<file path="src/rtl/hydra_pkg.sv">
// rtl/hydra_pkg.sv - shared types and constants for the hydra switch port logic
package hydra_pkg;

  localparam int HDR_LEN_W  = 9;
  localparam int HDR_PRIO_W = 3;
  localparam int HDR_DEST_W = 4;
  localparam int DATA_W     = 16;

  typedef struct packed {
    logic [HDR_LEN_W-1:0]  len;
    logic [HDR_PRIO_W-1:0] prio;
    logic [HDR_DEST_W-1:0] dest;
  } hdr_t;

  typedef struct packed {
    logic              sop;
    logic              eop;
    logic              err;
    logic [DATA_W-1:0] data;
  } fifo_entry_t;

  typedef enum logic [1:0] {
    IDLE,
    WAIT_HDR,
    PAYLOAD,
    TAIL
  } state_t;

  function automatic hdr_t decode_hdr(input logic [DATA_W-1:0] word);
    return hdr_t'(word);
  endfunction

endpackage

</file>
<file path="src/rtl/sync_fifo.sv">
// rtl/sync_fifo.sv - single-clock FIFO with occupancy count; push while full is allowed when a pop frees the slot
module sync_fifo #(
  parameter int WIDTH = 19,
  parameter int DEPTH = 16
) (
  input  logic                     clk,
  input  logic                     rst_n,
  input  logic                     push,
  input  logic [WIDTH-1:0]         wdata,
  input  logic                     pop,
  output logic [WIDTH-1:0]         rdata,
  output logic                     full,
  output logic                     empty,
  output logic [$clog2(DEPTH):0]   count
);

  localparam int AW = $clog2(DEPTH);
  localparam logic [AW:0] FULL_CNT = (AW+1)'(DEPTH);

  logic [WIDTH-1:0] mem [DEPTH];
  logic [AW-1:0]    wr_ptr;
  logic [AW-1:0]    rd_ptr;
  logic             do_push;
  logic             do_pop;

  assign full    = (count == FULL_CNT);
  assign empty   = (count == '0);
  assign do_pop  = pop && !empty;
  assign do_push = push && (!full || do_pop);
  assign rdata   = mem[rd_ptr];

  always_ff @(posedge clk or negedge rst_n) begin
    if (!rst_n) begin
      wr_ptr <= '0;
      rd_ptr <= '0;
      count  <= '0;
    end else begin
      if (do_push) wr_ptr <= wr_ptr + 1'b1;
      if (do_pop)  rd_ptr <= rd_ptr + 1'b1;
      count <= count + (AW+1)'(do_push) - (AW+1)'(do_pop);
    end
  end

  // Storage is not reset; the head is only consumed while count is non-zero.
  always_ff @(posedge clk) begin
    if (do_push) mem[wr_ptr] <= wdata;
  end

endmodule

</file>
<file path="src/rtl/port_ingress.sv">
// rtl/port_ingress.sv - per-port packet framer, header decoder, length checker and ingress buffer
module port_ingress
  import hydra_pkg::*;
#(
  parameter int DEPTH        = 16,
  parameter int PAUSE_MARGIN = 4
) (
  input  logic                  clk,
  input  logic                  rst_n,
  input  logic                  wr_sop,
  input  logic                  wr_vld,
  input  logic                  wr_eop,
  input  logic [DATA_W-1:0]     wr_data,
  output logic                  pause,
  output logic                  hdr_vld,
  output logic [HDR_DEST_W-1:0] hdr_dest,
  output logic [HDR_PRIO_W-1:0] hdr_prio,
  output logic [HDR_LEN_W-1:0]  hdr_len,
  output logic                  out_vld,
  input  logic                  out_ready,
  output logic [DATA_W-1:0]     out_data,
  output logic                  out_sop,
  output logic                  out_eop,
  output logic                  out_err,
  output logic [15:0]           drop_cnt
);

  localparam int CW = $clog2(DEPTH) + 1;
  localparam logic [CW-1:0] PAUSE_LVL = CW'(DEPTH - PAUSE_MARGIN);

  state_t               state, state_n;
  logic [DATA_W-1:0]    hold_data;
  logic                 hold_sop;
  logic                 hold_vld;
  logic [HDR_LEN_W-1:0] pay_cnt;
  logic                 pkt_err;

  logic                 push;
  fifo_entry_t          push_entry;
  fifo_entry_t          head;
  logic                 hold_load, hold_clear, cnt_clr, cnt_inc, hdr_load, drop;
  logic                 tail_err;
  logic                 fifo_full, fifo_empty;
  logic [CW-1:0]        fifo_count, cnt_next;
  logic                 pop_ok, push_ok, overflow;
  hdr_t                 hdr_in;

  assign hdr_in   = decode_hdr(wr_data);
  assign tail_err = pkt_err || (pay_cnt != hdr_len);
  assign out_vld  = !fifo_empty;
  assign pop_ok   = out_vld && out_ready;
  assign push_ok  = push && (!fifo_full || pop_ok);
  assign overflow = push && !push_ok;
  assign cnt_next = fifo_count + CW'(push_ok) - CW'(pop_ok);

  assign out_data = out_vld ? head.data : '0;
  assign out_sop  = out_vld && head.sop;
  assign out_eop  = out_vld && head.eop;
  assign out_err  = out_vld && head.err;

  // The held word is released by the next word (eop=0) or by the packet end (eop=1).
  always_comb begin
    state_n    = state;
    push       = 1'b0;
    push_entry = '0;
    hold_load  = 1'b0;
    hold_clear = 1'b0;
    cnt_clr    = 1'b0;
    cnt_inc    = 1'b0;
    hdr_load   = 1'b0;
    drop       = 1'b0;
    push_entry.sop  = hold_sop;
    push_entry.data = hold_data;
    case (state)
      IDLE: begin
        drop = wr_vld;
        if (wr_sop) state_n = WAIT_HDR;
      end
      WAIT_HDR: begin
        if (wr_vld && !wr_sop) begin
          hdr_load  = 1'b1;
          hold_load = 1'b1;
          cnt_clr   = 1'b1;
          state_n   = PAYLOAD;
        end
      end
      PAYLOAD: begin
        if (wr_sop) begin
          push           = hold_vld;
          push_entry.eop = 1'b1;
          push_entry.err = 1'b1;
          hold_clear     = 1'b1;
          state_n        = WAIT_HDR;
        end else if (wr_vld) begin
          push      = hold_vld;
          hold_load = 1'b1;
          cnt_inc   = 1'b1;
          if (wr_eop) state_n = TAIL;
        end else if (wr_eop) begin
          push           = hold_vld;
          push_entry.eop = 1'b1;
          push_entry.err = tail_err;
          hold_clear     = 1'b1;
          state_n        = IDLE;
        end
      end
      TAIL: begin
        push           = hold_vld;
        push_entry.eop = 1'b1;
        push_entry.err = tail_err;
        hold_clear     = 1'b1;
        drop           = wr_vld;
        state_n        = wr_sop ? WAIT_HDR : IDLE;
      end
      default: state_n = IDLE;
    endcase
  end

  always_ff @(posedge clk or negedge rst_n) begin
    if (!rst_n) begin
      state     <= IDLE;
      hold_data <= '0;
      hold_sop  <= 1'b0;
      hold_vld  <= 1'b0;
      pay_cnt   <= '0;
      pkt_err   <= 1'b0;
      hdr_vld   <= 1'b0;
      hdr_dest  <= '0;
      hdr_prio  <= '0;
      hdr_len   <= '0;
      drop_cnt  <= '0;
      pause     <= 1'b0;
    end else begin
      state   <= state_n;
      hdr_vld <= hdr_load;
      pause   <= (cnt_next >= PAUSE_LVL);
      if (hdr_load) begin
        hdr_dest <= hdr_in.dest;
        hdr_prio <= hdr_in.prio;
        hdr_len  <= hdr_in.len;
      end
      if (hold_load) begin
        hold_data <= wr_data;
        hold_sop  <= hdr_load;
        hold_vld  <= 1'b1;
      end else if (hold_clear) begin
        hold_vld  <= 1'b0;
      end
      if (cnt_clr)                      pay_cnt <= '0;
      else if (cnt_inc && pay_cnt != '1) pay_cnt <= pay_cnt + 1'b1;
      // A word lost to a full FIFO poisons the packet until the next header.
      if (hdr_load)      pkt_err <= 1'b0;
      else if (overflow) pkt_err <= 1'b1;
      if (drop && drop_cnt != 16'hFFFF) drop_cnt <= drop_cnt + 1'b1;
    end
  end

  sync_fifo #(
    .WIDTH ($bits(fifo_entry_t)),
    .DEPTH (DEPTH)
  ) u_fifo (
    .clk   (clk),
    .rst_n (rst_n),
    .push  (push),
    .wdata (push_entry),
    .pop   (out_ready),
    .rdata (head),
    .full  (fifo_full),
    .empty (fifo_empty),
    .count (fifo_count)
  );

endmodule

</file>
<file path="config.mk">
export PLATFORM = sky130hd
export DESIGN_NAME = port_ingress
export DESIGN_NICKNAME = d
export VERILOG_FILES = /design/src/rtl/hydra_pkg.sv /design/src/rtl/sync_fifo.sv /design/src/rtl/port_ingress.sv
export SDC_FILE = /design/constraint.sdc
export NUM_CORES = 1
export LEC_CHECK = 0
export ABC_AREA = 1
export ABC_CLOCK_PERIOD_IN_PS = 5150
export BUFFER_PORTS_ARGS = -buffer_cell sky130_fd_sc_hd__buf_2
export CAP_MARGIN = 15
export CORE_ASPECT_RATIO = 1.25
export CORE_MARGIN = 4
export CORE_UTILIZATION = 60
export DETAILED_ROUTE_END_ITERATION = 12
export GPL_ROUTABILITY_DRIVEN = 0
export PLACE_DENSITY = 0.78
export SLEW_MARGIN = 10
export SYNTH_ARGS = -nofsm -noshare
export SYNTH_HDL_FRONTEND = slang
export SYNTH_SLANG_ARGS = --single-unit
</file>
<file path="constraint.sdc">
create_clock -name clk -period 5.15 [get_ports clk]
set_clock_uncertainty 0.1 [all_clocks]
set_input_delay 1.03 -clock clk [delete_from_list [all_inputs] [get_ports clk]]
set_output_delay 1.03 -clock clk [all_outputs]
set_load 0.05 [all_outputs]
</file>
==> results of run 1 <==
-- final cells by class --
class                   instances  area, µm²
clock buffers                  42      954.7
clock inverters                20      276.5
fillers                      1816       8611
inverters                      64      244.0
multi-input cells             964       4593
flip-flops and latches        381      11060
well taps                     345      431.7
repair buffers                 99      570.5
-- through the flow --
stage          area (µm²)  utilization [%]  total power [mW]  hold slack (ns)
2_1_floorplan       16230                -             7.592           0.3918
3_3_place_gp        16900            63.20             8.592           0.3646
3_5_place_dp        16900            63.20             8.717           0.3723
4_1_cts             18130            67.80             11.50           0.3885
5_1_grt             18130            67.80             12.10           0.4135
6_report            18130            67.80             11.50           0.3856
-- sequential cells by signal, summed over array words and instances (netlist names), 4 cells and up --
signal         flops
u_fifo.mem       304
drop_cnt          16
hold_data         16
hdr_len            9
pay_cnt            9
u_fifo.count       5
hdr_dest           4
u_fifo.rd_ptr      4
u_fifo.wr_ptr      4
-- cell families (layout without fill, tap and decap cells) --
| group | after synthesis | count (layout) |
|---|---|---|
| compound gates | 86 | 86 |
| simple gates | 831 | 831 |
| flops | 381 | 381 |
| buf+inv | 136 | 225 |
| xor+xnor | 27 | 27 |
| fa+ha+maj | 20 | 20 |
-- how the worst min path moves through the flow --
| stage | from | endpoint | slack [ns] | cells past startpoint |
|---|---|---|---|---|
| final | hdr_dest[3]$_DFFE_PN0P_ | hdr_dest[3]$_DFFE_PN0P_ | 0.39 | 2 |
| after global routing | hdr_dest[3]$_DFFE_PN0P_ | hdr_dest[3]$_DFFE_PN0P_ | 0.41 | 2 |
| after CTS | hdr_dest[3]$_DFFE_PN0P_ | hdr_dest[3]$_DFFE_PN0P_ | 0.39 | 2 |
| after detailed placement | hdr_dest[3]$_DFFE_PN0P_ | hdr_dest[3]$_DFFE_PN0P_ | 0.37 | 2 |
| after global placement | hdr_prio[0]$_DFFE_PN0P_ | hdr_prio[0]$_DFFE_PN0P_ | 0.36 | 2 |
| after floorplan | pay_cnt[3]$_DFFE_PN0P_ | pay_cnt[3]$_DFFE_PN0P_ | 0.39 | 1 |
-- cells in the final DEF (no fill, tap or decap), drive strengths merged, types with 4 or more instances in the layout --
cell,instances
ha,19
edfxtp,304
nor3,4
clkbuf,42
nand4,6
dfrtp,77
nor2,48
buf,99
a21oi,29
xnor2,12
nand2,521
o21ai,54
xor2,15
clkinv,13
inv,63
bufinv,7
nand3,250
-- per-layer routing --
layer  vias to the layer above  part of all wire (%)  GRT usage, %
met2                       578                    51         46.59
met3                       104                   8.0         3.831
li1                       5158                     -             -
met1                      5404                    37         32.66
met4                         0                   3.5         10.23
met5                         -                     0             0
-- tightest hold or removal path: cells and delay by family (launching register included) --
family | cells | cell delay, ns
compound gates | 1 | 0.06
flops | 1 | 0.34
simple gates | 1 | 0.05
-- where the power goes --
part	internal, mW	leakage, nW	switching (mW)
logic	1.12	2.96	3.12
registers	3.96	3.75	0.517
clock network	1.68	0.605	1.10
==> metrics, run 1 <==
Cell Rows 67; Mapped Area 16230 µm²; most frequent cells after synthesis 506 x nand2_1, 304 x edfxtp_1, 248 x nand3_1; Antenna Nets Post-Route 0; die area 29760 µm²; root buffer cell clkbuf_16; Finished Layout Cells 1915; clk_lat worst skew 0.52 ns; CP peak stage delay 0.69 ns; Vias/cell 5.872; RSZ-0062 raised after global routing false; Compound-Gate Fraction of Synth Area 2.999%; diode count 0; I/O Buffers 75; Final Routed Wirelength 38500 µm; Netlist cell types 36; synth top area cells edfxtp_1 56%, dfrtp_1 12%, nand2_1 12%; worst path required time 4.02 ns; Area Overhead vs Synth 11.72%; drt pass-1 iters 6; Setup WS post-layout 0.7927 ns; Worst Tran Pin Value 1.067 ns; pin count of the biggest net entering global routing 79; clock period minus worst slack 4.357 ns; core region area 26740 µm²; share of the synthesized area in the top cell type 56.25%; Via Count 11.24k; Hold Crit Class register to register; CTS tree built; H-tree Lvls 2; setup violators final 0; Critical Path Start Type register; Worst R2R Setup Slack 1.99 ns; Clock Tree Buf Depth 3; crit path capture out_data[3]; post-CTS setup buffers 0; Reg-to-Reg Start state[0]$_DFFE_PN0P_; Overflow after GRT 0; status finished, final reports clean; FF-to-FF End u_fifo.mem[2][9]$_DFFE_PP_; ys flop type edfxtp_1; worst-path cell chain inv_4 -> buf_12 -> nand2_1 -> nand3_1 -> nand3_1 -> nand2_1 -> nand2_1 -> a21oi_1 -> buf_2; number of flops mapped to enable cells by yosys 304; # clock sinks 381; # DRC 0; cts repair resizes 0; Crit path max-delay family buffers and inverters; YS warnings 0; Final TNS setup 0 ns; Max Slew Vio Count 0; Post-Synthesis Cells 1481; drt wl/cell 20.10 µm; Critical Path AT 3.23 ns; CTS Buf Count 36; Fmax achieved 229.5 MHz; share of cells above drive strength 1 13.31%; Avg Inst Size Synth 10.96 µm²; Worst Path Max Fanout 65; CP max stage cell dfrtp_4; Placement Setup Slack 1.383 ns; NumNets Final 1588; Final Hold Viols 0; largest family of logic cells by synthesized area simple AND/OR/NAND/NOR gates; largest area contributor in the netlist edfxtp_1; Post-Synth Adder-Cell Area 1.588%; Critical Path Stages 9; All-Layer GR Usage 26.27%; Synth Area in Simple Gates 21.79%; worst IR drop on VDD 0.5540 mV; first-pass GRT wire length 60120 µm; fraction of registers with async set/reset 20.21%; Synth Area in XOR/XNOR 1.457%; Syn Nets 1523; antenna violations before repair 0; DP Cell Count 1853; Setup CP Type register to primary output; critical path launch point u_fifo.rd_ptr[0]$_DFFE_PN0P_; clock-pin transition on the worst setup and hold timing paths 0.06 ns; Die H 191.9 µm; HPWL after DPL 21260 µm; IO Count 76; crit share post-route 84.61%; critical path endpoint category primary output; Initial Util 60.69%; # hold bufs at CTS 0; DIE WIDTH 155.1 µm; max-cap violations 0; crit-path most repeated cell nand2_1; DRT iter0 DRCs 1135; headroom to the max-slew limit 28.60%; vias in the first global route 11.14k; Yosys reg bits 381; Worst Path Buf+Inv 3; most frequent cell after synthesis nand2_1; static leakage 7.307 nW; Seq/Total Area, Yosys 68.12%; cells on worst reg2reg path 9; portion of netlist area occupied by mux cells 0%; Power Dens Cells 634.0 nW/µm²
Note: power is estimated with default switching activity, not from simulation.
==> run 2, diff against run 1 <==
--- a/config.mk
+++ b/config.mk
@@ -6,15 +6,15 @@
 export NUM_CORES = 1
 export LEC_CHECK = 0
 export ABC_AREA = 1
-export ABC_CLOCK_PERIOD_IN_PS = 5150
+export ABC_CLOCK_PERIOD_IN_PS = 3600
 export BUFFER_PORTS_ARGS = -buffer_cell sky130_fd_sc_hd__buf_2
 export CAP_MARGIN = 15
 export CORE_ASPECT_RATIO = 1.25
 export CORE_MARGIN = 4
-export CORE_UTILIZATION = 60
+export CORE_UTILIZATION = 55
 export DETAILED_ROUTE_END_ITERATION = 12
 export GPL_ROUTABILITY_DRIVEN = 0
-export PLACE_DENSITY = 0.78
+export PLACE_DENSITY = 0.75
 export SLEW_MARGIN = 10
 export SYNTH_ARGS = -nofsm -noshare
 export SYNTH_HDL_FRONTEND = slang
==> constraint.sdc (replaced) <==
create_clock -name clk -period 3.6 [get_ports clk]
set_clock_uncertainty 0.1 [all_clocks]
set_input_delay 0.72 -clock clk [delete_from_list [all_inputs] [get_ports clk]]
set_output_delay 0.72 -clock clk [all_outputs]
set_load 0.05 [all_outputs]
==> run 2 against run 1 <==
- combinational power up 45%
- via count down 1.0%
- final cell count up 3.5%
- worst hold slack worse by 0.25 ns
- sequential power up 43%
- non-clock buffer count up 15
- global-route usage down 2.8 points
- count of clock-buffer cells in the layout unchanged
- critical endpoint is now out_data[8]
- largest power group unchanged
==> metrics, run 2 (synthesis results as in run 1) <==
antenna violations before repair 0; FF-to-FF End pause$_DFF_PN0_; All-Layer GR Usage 23.44%; Largest regs u_fifo.mem x304, drop_cnt x16, hold_data x16; Fmax achieved 289.5 MHz; Area Overhead vs Synth 12.59%; Max Slew Vio Count 0; Power Dens Cells 893.4 nW/µm²; diode count 0; clock period minus worst slack 3.455 ns; GR peak layer met2; Critical Path AT 2.63 ns; CP max stage cell dfrtp_4; max-cap violations 0; global routing met3 resource utilization 2.999%; Overflow after GRT 0; Final Routed Wirelength 37840 µm; CTS Buf Count 35; fillers 2185; critical path launch point u_fifo.rd_ptr[0]$_DFFE_PN0P_; headroom to the max-slew limit 57.34%; grt met1 use 30.19%; GR Util met2 41.97%; Via Count 11.13k; CP peak stage delay 0.59 ns; CTS tree built; vias in the first global route 10.98k; max reg flops 304; most frequent cells in the layout 506 x nand2_1, 304 x edfxtp_1, 248 x nand3_1; Cell Rows 70; setup violators final 0; die area 32340 µm²; # DRC 0; Critical Path Start Type register; root buffer cell clkbuf_16; Initial Util 55.65%; pin count of the biggest net entering global routing 96; RSZ-0062 raised after global routing false; critical path endpoint category primary output; worst IR drop on VDD 0.6067 mV; H-tree Lvls 2; Worst Path Max Fanout 95; Final Hold Viols 0; clk_lat worst skew 0.51 ns; I/O Buffers 75; static leakage 7.366 nW; HPWL after DPL 21700 µm; share of cells above drive strength 1 14.19%; Setup CP Type register to primary output; Clock Tree Buf Depth 3; cells on worst reg2reg path 15; core region area 29170 µm²; Final TNS setup 0 ns; Die H 200.1 µm; crit-path most repeated cell nand2_1; worst path required time 2.78 ns; Reg-to-Reg Start u_fifo.count[2]$_DFF_PN0_; most common cell after layout, fill and taps aside nand2_1; Worst R2R Setup Slack 0.70 ns; worst-path cell chain inv_4 -> buf_16 -> nand2_1 -> nand3_1 -> nand3_1 -> nand2_1 -> nand2_1 -> a21oi_2 -> buf_2; NumNets Final 1602; drt wl/cell 19.09 µm; status finished, final reports clean; Antenna Nets Post-Route 0; first-pass GRT wire length 59220 µm; largest reg by FF count u_fifo.mem; Worst Tran Pin Value 0.6399 ns; IO Count 76; crit share post-route 95.96%; DP Cell Count 1918; DRT iter0 DRCs 1092; DIE WIDTH 161.6 µm; drt pass-1 iters 6; clock-pin transition on the worst setup and hold timing paths 0.07 ns; Vias/cell 5.615; Finished Layout Cells 1982; Hold Crit Class input port to async pin; # clock sinks 381; Power Total 16.32 mW
[run 2: worst max-delay path, delay by kind of cell, from the launching register on]
| family | cells | cell delay [ns] |
|---|---|---|
| compound gates | 1 | 0.25 |
| simple gates | 5 | 0.44 |
| flops | 1 | 0.59 |
| buf+inv | 3 | 0.71 |
[run 2: metal layers]
layer	vias up	share of wire (%)
met1	5325	39
met2	535	51
met3	78	8.0
met5	-	0
li1	5190	-
met4	0	2.6
[run 2: worst max-delay path by stage]
| stage | end |
|---|---|
| floorplan | out_data[10] |
| global placement | out_data[8] |
| detailed placement | out_data[8] |
| CTS | out_data[1] |
| global route | out_data[8] |
| finish | out_data[8] |
[run 2: timing repair]
action / 4_1_cts / 5_1_grt
gates resized for setup: 2 / 0
endpoints found under the setup margin: 1 / 4
hold buffers: 0 / 0
buffers inserted: 0 / 1
[run 2: stage by stage]
step	setup slack, ns	hold slack [ns]	utilization (%)	instance area, µm²
3_3_place_gp	0.5830	0.3645	58.53	17070
6_report	0.1455	0.1387	62.65	18270
2_1_floorplan	0.3765	0.3244	-	16230
3_5_place_dp	0.5307	0.3724	58.53	17070
5_1_grt	0.01255	0.1695	62.65	18270
4_1_cts	0.07366	0.1415	62.61	18260
[run 2: power breakdown]
part           internal [mW]  total, mW  switching [mW]
registers               5.66       6.38           0.721
logic                   1.70       6.14            4.44
clock network           2.24       3.80            1.56
[run 2: cell type report]
class	count	area, µm²	share of cell area [%]
Clock buffer	42	944.7	5.170
Multi-Input combinational cell	964	4562	24.97
Inverter	64	242.7	1.328
Sequential cell	381	11060	60.53
Tap cell	396	495.5	2.712
Clock inverter	21	235.2	1.287
Timing Repair Buffer	114	732.0	4.006
